==> config.mk <==
export PLATFORM = sky130hd
export DESIGN_NAME = ebpf_fetch_unit_flat
export DESIGN_NICKNAME = d
export VERILOG_FILES = /design/src/rtl/ebpf_fetch_unit_pkg.sv /design/src/rtl/ebpf_fetch_unit_if.sv /design/src/rtl/ebpf_fetch_unit_slot_decode.sv /design/src/rtl/ebpf_fetch_unit.sv /design/src/flat_wrapper.sv
export SDC_FILE = /design/constraint.sdc
export NUM_CORES = 1
export LEC_CHECK = 0
export ABC_CLOCK_PERIOD_IN_PS = 14600
export BUFFER_PORTS_ARGS = -buffer_cell sky130_fd_sc_hd__buf_2
export CAP_MARGIN = 40
export CORE_ASPECT_RATIO = 0.7
export CORE_MARGIN = 3
export CORE_UTILIZATION = 33
export DETAILED_ROUTE_END_ITERATION = 10
export GPL_ROUTABILITY_DRIVEN = 0
export PLACE_DENSITY = 0.5
export SYNTH_ARGS = -nofsm -noshare
export SYNTH_HDL_FRONTEND = slang
export SYNTH_HIERARCHICAL = 1
export SYNTH_SLANG_ARGS = --single-unit
==> constraint.sdc <==
create_clock -name clk -period 14.6 [get_ports clk]
set_clock_uncertainty 0.1 [all_clocks]
set_input_delay 4.38 -clock clk [delete_from_list [all_inputs] [get_ports clk]]
set_output_delay 4.38 -clock clk [all_outputs]
set_load 0.1 [all_outputs]
==> src/rtl/ebpf_fetch_unit_pkg.sv <==
// Shared definitions for the eBPF fetch front end: slot field positions,
// the opcodes the fetcher must recognise, and the fetch FSM state type.
package ebpf_pkg;

  localparam int SLOT_W = 64;

  // Field positions inside one 64-bit instruction slot
  localparam int OPC_HI = 63;
  localparam int OPC_LO = 56;
  localparam int SRC_HI = 55;
  localparam int SRC_LO = 52;
  localparam int DST_HI = 51;
  localparam int DST_LO = 48;
  localparam int OFF_HI = 47;
  localparam int OFF_LO = 32;
  localparam int IMM_HI = 31;
  localparam int IMM_LO = 0;

  // Opcodes that change how the fetcher walks the program
  localparam logic [7:0] OP_LDDW = 8'h18;
  localparam logic [7:0] OP_EXIT = 8'h95;

  typedef enum logic [2:0] {
    ST_IDLE     = 3'd0,
    ST_FETCH    = 3'd1,
    ST_FETCH_HI = 3'd2,
    ST_DRAIN    = 3'd3,
    ST_HALT     = 3'd4,
    ST_FAULT    = 3'd5
  } fetch_state_t;

  // Immediates of single-slot instructions are sign-extended to 64 bits
  function automatic logic [63:0] sext_imm(input logic [31:0] imm);
    return {{32{imm[31]}}, imm};
  endfunction

endpackage

==> src/rtl/ebpf_fetch_unit_if.sv <==
// Instruction channel from fetch to execute.
//
// Handshake: the master raises insn_valid with all insn_* fields stable and
// keeps them unchanged until the cycle in which insn_ready is also high; that
// cycle is the transfer. The slave may drive insn_ready independently of
// insn_valid. Only a branch redirect or reset may withdraw a valid instruction.
interface ebpf_fetch_unit_if #(
  parameter int address_size = 12
) ();

  logic                    insn_valid;
  logic                    insn_ready;
  logic [7:0]              insn_opcode;
  logic [3:0]              insn_src;
  logic [3:0]              insn_dst;
  logic [15:0]             insn_offset;
  logic [63:0]             insn_imm;
  logic [address_size-1:0] insn_pc;

  modport master (
    output insn_valid,
    output insn_opcode,
    output insn_src,
    output insn_dst,
    output insn_offset,
    output insn_imm,
    output insn_pc,
    input  insn_ready
  );

  modport slave (
    input  insn_valid,
    input  insn_opcode,
    input  insn_src,
    input  insn_dst,
    input  insn_offset,
    input  insn_imm,
    input  insn_pc,
    output insn_ready
  );

endinterface

==> src/rtl/ebpf_fetch_unit_slot_decode.sv <==
// Combinational split of one instruction slot into its fields. The raw
// 32-bit immediate is kept alongside the sign-extended one so LDDW can
// concatenate two low halves.
module ebpf_slot_decode
  import ebpf_pkg::*;
(
  input  logic [SLOT_W-1:0] slot,
  output logic [7:0]        opcode,
  output logic [3:0]        src,
  output logic [3:0]        dst,
  output logic [15:0]       offset,
  output logic [31:0]       imm_raw,
  output logic [63:0]       imm_sext
);

  assign opcode   = slot[OPC_HI:OPC_LO];
  assign src      = slot[SRC_HI:SRC_LO];
  assign dst      = slot[DST_HI:DST_LO];
  assign offset   = slot[OFF_HI:OFF_LO];
  assign imm_raw  = slot[IMM_HI:IMM_LO];
  assign imm_sext = sext_imm(slot[IMM_HI:IMM_LO]);

endmodule

==> src/rtl/ebpf_fetch_unit.sv <==
// eBPF instruction fetch front end. Walks program memory from start_pc,
// merges two-slot LDDW, follows redirects from execute, stops at EXIT and
// refuses to run past the last slot. Output is a one-entry valid/ready
// register on the insn interface.
module ebpf_fetch_unit
  import ebpf_pkg::*;
#(
  parameter int data_size    = 64,
  parameter int address_size = 12
) (
  input  logic                    clk,
  input  logic                    rst,
  input  logic                    start,
  input  logic [address_size-1:0] start_pc,
  output logic [address_size-1:0] mem_address,
  input  logic [data_size-1:0]    mem_data,
  input  logic                    redirect_valid,
  input  logic [address_size-1:0] redirect_pc,
  output logic                    halted,
  output logic                    fault,
  output fetch_state_t            state_dbg,
  ebpf_fetch_unit_if.master       insn
);

  // pc carries one extra bit so "next slot" arithmetic can see the end of
  // memory instead of wrapping to slot 0.
  localparam logic [address_size:0] MEM_DEPTH = {1'b1, {address_size{1'b0}}};
  localparam logic [address_size:0] PC_ONE    = 1;
  localparam logic [address_size:0] PC_TWO    = 2;

  fetch_state_t            state;
  logic [address_size:0]   pc;
  logic [address_size:0]   pc_plus1;
  logic [address_size:0]   pc_plus2;

  // Output register
  logic                    valid_q;
  logic [7:0]              opc_q;
  logic [3:0]              src_q;
  logic [3:0]              dst_q;
  logic [15:0]             off_q;
  logic [63:0]             imm_q;
  logic [address_size-1:0] ipc_q;

  // First slot of an LDDW, held while the second slot is read
  logic [3:0]              lo_src;
  logic [3:0]              lo_dst;
  logic [15:0]             lo_off;
  logic [31:0]             lo_imm;

  logic                    halted_q;
  logic                    fault_q;

  // Decoded view of the slot currently on mem_data
  logic [7:0]              d_opc;
  logic [3:0]              d_src;
  logic [3:0]              d_dst;
  logic [15:0]             d_off;
  logic [31:0]             d_imm_raw;
  logic [63:0]             d_imm_sext;

  logic                    xfer;
  logic                    load_en;
  logic                    redirect_take;

  ebpf_slot_decode u_decode (
    .slot     (mem_data),
    .opcode   (d_opc),
    .src      (d_src),
    .dst      (d_dst),
    .offset   (d_off),
    .imm_raw  (d_imm_raw),
    .imm_sext (d_imm_sext)
  );

  assign pc_plus1 = pc + PC_ONE;
  assign pc_plus2 = pc + PC_TWO;

  assign xfer          = valid_q && insn.insn_ready;
  assign load_en       = !valid_q || insn.insn_ready;
  assign redirect_take = redirect_valid &&
                         ((state == ST_FETCH) || (state == ST_FETCH_HI) || (state == ST_DRAIN));

  // Address the slot being fetched: the second LDDW slot in FETCH_HI, pc otherwise.
  // In FETCH_HI pc+1 is always a legal slot, so the truncation cannot wrap.
  always_comb begin
    mem_address = pc[address_size-1:0];
    if (state == ST_FETCH_HI) begin
      mem_address = pc_plus1[address_size-1:0];
    end
  end

  // Fetch FSM together with the output register and the LDDW low-half latch
  always_ff @(posedge clk or posedge rst) begin
    if (rst) begin
      state    <= ST_IDLE;
      pc       <= '0;
      valid_q  <= 1'b0;
      opc_q    <= '0;
      src_q    <= '0;
      dst_q    <= '0;
      off_q    <= '0;
      imm_q    <= '0;
      ipc_q    <= '0;
      lo_src   <= '0;
      lo_dst   <= '0;
      lo_off   <= '0;
      lo_imm   <= '0;
      halted_q <= 1'b0;
      fault_q  <= 1'b0;
    end else begin
      // A transfer empties the register unless a load below refills it
      if (xfer) begin
        valid_q <= 1'b0;
      end

      if (redirect_take) begin
        // Wrong-path instruction is dropped even if execute is ready this cycle
        valid_q <= 1'b0;
        pc      <= {1'b0, redirect_pc};
        state   <= ST_FETCH;
      end else begin
        case (state)
          ST_IDLE: begin
            if (start) begin
              pc    <= {1'b0, start_pc};
              state <= ST_FETCH;
            end
          end

          ST_FETCH: begin
            if (load_en) begin
              if (d_opc == OP_LDDW) begin
                if (pc_plus1 >= MEM_DEPTH) begin
                  state   <= ST_FAULT;
                  fault_q <= 1'b1;
                end else begin
                  lo_src <= d_src;
                  lo_dst <= d_dst;
                  lo_off <= d_off;
                  lo_imm <= d_imm_raw;
                  state  <= ST_FETCH_HI;
                end
              end else begin
                valid_q <= 1'b1;
                opc_q   <= d_opc;
                src_q   <= d_src;
                dst_q   <= d_dst;
                off_q   <= d_off;
                imm_q   <= d_imm_sext;
                ipc_q   <= pc[address_size-1:0];
                if (d_opc == OP_EXIT) begin
                  // EXIT on the last slot leaves pc in place so mem_address never wraps
                  if (pc_plus1 < MEM_DEPTH) begin
                    pc <= pc_plus1;
                  end
                  state <= ST_DRAIN;
                end else if (pc_plus1 >= MEM_DEPTH) begin
                  state   <= ST_FAULT;
                  fault_q <= 1'b1;
                end else begin
                  pc <= pc_plus1;
                end
              end
            end
          end

          ST_FETCH_HI: begin
            if (load_en) begin
              valid_q <= 1'b1;
              opc_q   <= OP_LDDW;
              src_q   <= lo_src;
              dst_q   <= lo_dst;
              off_q   <= lo_off;
              imm_q   <= {d_imm_raw, lo_imm};
              ipc_q   <= pc[address_size-1:0];
              if (pc_plus2 >= MEM_DEPTH) begin
                state   <= ST_FAULT;
                fault_q <= 1'b1;
              end else begin
                pc    <= pc_plus2;
                state <= ST_FETCH;
              end
            end
          end

          ST_DRAIN: begin
            if (xfer) begin
              state    <= ST_HALT;
              halted_q <= 1'b1;
            end
          end

          ST_HALT: begin
            if (start) begin
              pc       <= {1'b0, start_pc};
              halted_q <= 1'b0;
              state    <= ST_FETCH;
            end
          end

          ST_FAULT: begin
            // Terminal until reset; a buffered instruction still drains above
          end

          default: begin
            state <= ST_IDLE;
          end
        endcase
      end
    end
  end

  assign insn.insn_valid  = valid_q;
  assign insn.insn_opcode = opc_q;
  assign insn.insn_src    = src_q;
  assign insn.insn_dst    = dst_q;
  assign insn.insn_offset = off_q;
  assign insn.insn_imm    = imm_q;
  assign insn.insn_pc     = ipc_q;

  assign halted    = halted_q;
  assign fault     = fault_q;
  assign state_dbg = state;

endmodule

==> src/flat_wrapper.sv <==
// flat-port wrapper written by rule: the top's interface ports become plain ports
module ebpf_fetch_unit_flat import ebpf_pkg::*;
#(
  parameter int data_size    = 64,
  parameter int address_size = 12
)
  (clk, rst, start, start_pc, mem_address, mem_data, redirect_valid, redirect_pc, halted, fault, state_dbg, insn_insn_valid, insn_insn_opcode, insn_insn_src, insn_insn_dst, insn_insn_offset, insn_insn_imm, insn_insn_pc, insn_insn_ready);
  ebpf_fetch_unit_if #(.address_size(address_size)) insn_i ();
  input  logic clk;
  input  logic rst;
  input  logic start;
  input  logic [address_size-1:0] start_pc;
  output logic [address_size-1:0] mem_address;
  input  logic [data_size-1:0] mem_data;
  input  logic redirect_valid;
  input  logic [address_size-1:0] redirect_pc;
  output logic halted;
  output logic fault;
  output fetch_state_t state_dbg;
  output wire logic [$bits(insn_i.insn_valid)-1:0] insn_insn_valid;
  output wire logic [$bits(insn_i.insn_opcode)-1:0] insn_insn_opcode;
  output wire logic [$bits(insn_i.insn_src)-1:0] insn_insn_src;
  output wire logic [$bits(insn_i.insn_dst)-1:0] insn_insn_dst;
  output wire logic [$bits(insn_i.insn_offset)-1:0] insn_insn_offset;
  output wire logic [$bits(insn_i.insn_imm)-1:0] insn_insn_imm;
  output wire logic [$bits(insn_i.insn_pc)-1:0] insn_insn_pc;
  input wire logic [$bits(insn_i.insn_ready)-1:0] insn_insn_ready;
  assign insn_insn_valid = insn_i.insn_valid;
  assign insn_insn_opcode = insn_i.insn_opcode;
  assign insn_insn_src = insn_i.insn_src;
  assign insn_insn_dst = insn_i.insn_dst;
  assign insn_insn_offset = insn_i.insn_offset;
  assign insn_insn_imm = insn_i.insn_imm;
  assign insn_insn_pc = insn_i.insn_pc;
  assign insn_i.insn_ready = insn_insn_ready;
  ebpf_fetch_unit #(.data_size(data_size), .address_size(address_size)) u_core (.clk(clk), .rst(rst), .start(start), .start_pc(start_pc), .mem_address(mem_address), .mem_data(mem_data), .redirect_valid(redirect_valid), .redirect_pc(redirect_pc), .halted(halted), .fault(fault), .state_dbg(state_dbg), .insn(insn_i));
endmodule
==> results <==
- Setup violations remaining at the end of the flow were counted as 0.
- Ranked by total cell area, the synthesized netlist is headed by dfrtp_1 (47%), buf_4 (10%), mux2i_1 (9.3%).
- After clock tree synthesis, the clock-pin slew on the worst setup and hold paths is approximately 0.070 ns.
- Across the run, the number of max-cap violations was 0.
- Setup repair after global routing left no endpoint under its margin.
- The share of cells above drive strength 1 is 0.344.
- The number of global-route vias before repair is approximately 6,500.
- The net count reported at finish is about 1,100.
- Global routing finished with a remaining overflow of 0.
- The die area is about 32,000 µm².
- The worst hold slack after final layout is roughly 0.38 ns.
- The CTS root buffer is clkbuf_16.
- The reg2reg setup slack is 11.66 ns.
- The startpoint kind of the worst setup timing path is a flop.
- The fraction of the yosys area taken by sequential cells is 0.471.
- During placement, the flow inserted port buffers numbering around 220.
- The count of pins over their slew limit came to 0.
- Across the whole layout, storage elements account for about 4600 µm².
- The buffer depth of the longest clock path is 2.
- Counting every instance in the synthesized netlist gives approximately 940.
- For the pin with the worst max-slew slack, the measured transition is between 0.8 and 0.9 ns.
- The pre-antenna-repair detailed-routing pass consisted of 5 iterations.
- Compared with the post-synthesis result, the final layout area differs by 10.9%.
- The Yosys step of the flow raised 6 warnings.
- The cell area after synthesis is slightly below 10,000 µm².
- The sum of negative setup slack is 0 ns.
- The worst hold path terminates at u_core/insn.insn_imm[25].
- The flow ran to the end, and the final reports show no timing, DRC or antenna violations.
- The number of antenna diodes in the final layout is 0.
- Measured on the finished design, the core utilization comes to 0.379.
- The number of antenna violations at the first check in global routing came to 3.
- The placeable core area is roughly 28,000 µm².
- The launching point of the worst reg2reg path is u_core/pc[2].
- The path type of the worst setup path is reg2out.
- After legalization and detailed placement, the total HPWL measured 16,600 µm.
- Measured against its own limit, the worst slew margin works out to 0.442.
- The count of flip-flops with a built-in enable after synthesis is 0.
- The synthesized net count is about 1,000.
- The DRC violation count after routing is 0.
- The fill cell instance count of the final layout is roughly 2,900.
- The H-tree was split into 4 levels.
- Counting instances in the post-synthesis netlist gives the leading cell types as dfrtp_1 (183), buf_4 (129), nand2_1 (121).
- The hold violation total from the final report was 0.
- In the post-synthesis netlist, the cell with the most instances is dfrtp_1.
- The total track usage is 0.155.
- The cell type with the highest aggregate area in the netlist is dfrtp_1.
- Along the worst hold path, the cell count comes to 2.
- Post-CTS repair changed the size of 0 cells.
- The routed layout has 6,605 vias.
- The multi-input combinational cells in the finished layout cover a total of a little under 4000 µm².
- For the worst setup path, the data arrival time is 3.05 ns.
- Timing would allow up to roughly 130 MHz.
- Dividing the final minimum period by the clock period gives 0.516.
- The effective utilization at floorplan is 0.342.
- The distinct cell type count of the synthesized netlist is 60.
- In this run the core area contains 51 standard-cell rows.
- The path depth of the worst reg2reg path is 6.
- With fillers left out, the area of the finished cells amounts to approximately 11,000 µm².
- The routed design has 24,400 µm of wire.
- The area share of the largest cell type after synthesis is 0.471.
- The hold path startpoint is u_core/insn.insn_imm[25].
- Buffers added to address setup during post-CTS repair amount to 0.
- The required time of the worst setup path is just over 10 ns.
- The worst min-delay path class is reg2reg.
- After detailed routing, the average wire length per cell comes to between 15 and 20 µm.
- For this design, the sink count on the clock tree is between 150 and 200.
- The number of antenna-violating nets in the routed design is 0.
- The worst register-to-register path ends at u_core/pc[9].
- The minimum clock period after layout is 7.53 ns.
- STA classifies the critical path endpoint as an output port.
- TritonCTS built the clock tree.
- The floorplan step set the die width to 211 µm.
- The placed cell area is roughly 10,000 µm².
- Dividing the detail-routed via count by the number of cells gives roughly 4.8.
- The number of clock buffers inserted by TritonCTS is 17.
- The number of hold-repair buffers added at the cts stage is 0.
- The average instance in the mapped netlist occupies 10.4 µm².
- The floorplan step set the die height to ~150 µm.
- The synthesized design contains approximately 180 register bits.
- The number of DRC violations after detailed-routing iteration 0 is around 430.
- The global-route wire length before repair is roughly 38,000 µm.
- The top-level I/O count is ~220.
- The most used flip-flop cell after synthesis is dfrtp_1.
- The async set-or-reset flop fraction in the synthesized netlist is 1.00.
- The clock latency of the later-clocked register in the worst-skew pair is approximately 0.44 ns.
- Of all nets on the critical path, the largest fanout is 37.
- Entering global routing, the biggest net connects 93 pins.
per-layer routing:
layer / global-route usage / routed length [µm]
met2: 0.219 / 10300
met1: 0.229 / 12200
met5: 0 / 21
met3: 0.0522 / 1650
met4: 0.0355 / 221
sequential cells by signal, summed over array words and instances (netlist names):
signal,count
u_core/fault,1
u_core/halted,1
u_core/insn.insn_dst,4
u_core/insn.insn_imm,64
u_core/insn.insn_offset,16
u_core/insn.insn_opcode,8
u_core/insn.insn_pc,12
u_core/insn.insn_src,4
u_core/insn.insn_valid,1
u_core/lo_dst,4
u_core/lo_imm,32
u_core/lo_off,16
u_core/lo_src,4
u_core/pc,13
u_core/state_dbg,3
cell type report:
type	count	share of cell area
Clock buffer	21	0.0427
Tap cell	371	0.0431
Timing Repair Buffer	231	0.116
Inverter	7	0.00314
Clock inverter	10	0.0111
Multi-Input combinational cell	558	0.359
Sequential cell	183	0.425
cell families after synthesis:
family / share of synthesized area
buffers and inverters: 0.133
AND/OR/NAND/NOR: 0.0987
flip-flops: 0.471
adder cells (fa/ha/maj): 0.00386
AO/OA/AOI/OAI: 0.100
multiplexers: 0.176
XOR/XNOR: 0.0171
layout by cell type (no fill, tap or decap), types with 12 or more instances in the layout:
master and instances:
nand2_1 121, clkbuf_16 17, mux2i_1 90, buf_2 218, o21ai_0 119, dfrtp_1 183
mux2_2 69, xnor2_1 12, a21oi_1 16, nor2_1 23
worst max-delay path, stage by stage, from the launching register on:
cell and delay (ns):
dfrtp_1 0.59, nor3b_2 0.29, buf_4 0.44, buf_4 0.64, xnor2_1 0.19, buf_2 0.45
how the worst max path moves through the flow:
stage / startpoint / to / slack (ns)
global route: u_core/state_dbg[1] / mem_address[0] / 6.87
finish: u_core/state_dbg[2] / mem_address[0] / 7.07
global placement: mem_data[62] / u_core/insn.insn_imm[11] / 7.13
floorplan: rst / u_core/fault / 5.15
CTS: u_core/state_dbg[2] / mem_address[0] / 6.98
detailed placement: u_core/state_dbg[2] / mem_address[0] / 7.48
metrics by stage:
stage	setup WS, ns	instances
global placement	7.13	1346
CTS	6.98	1381
floorplan	5.15	936
detailed placement	7.48	1350
global route	6.87	1381
finish	7.07	1381
Power is not shown: default switching activity piles up to over one toggle a cycle in this logic, so the estimate is an artifact.
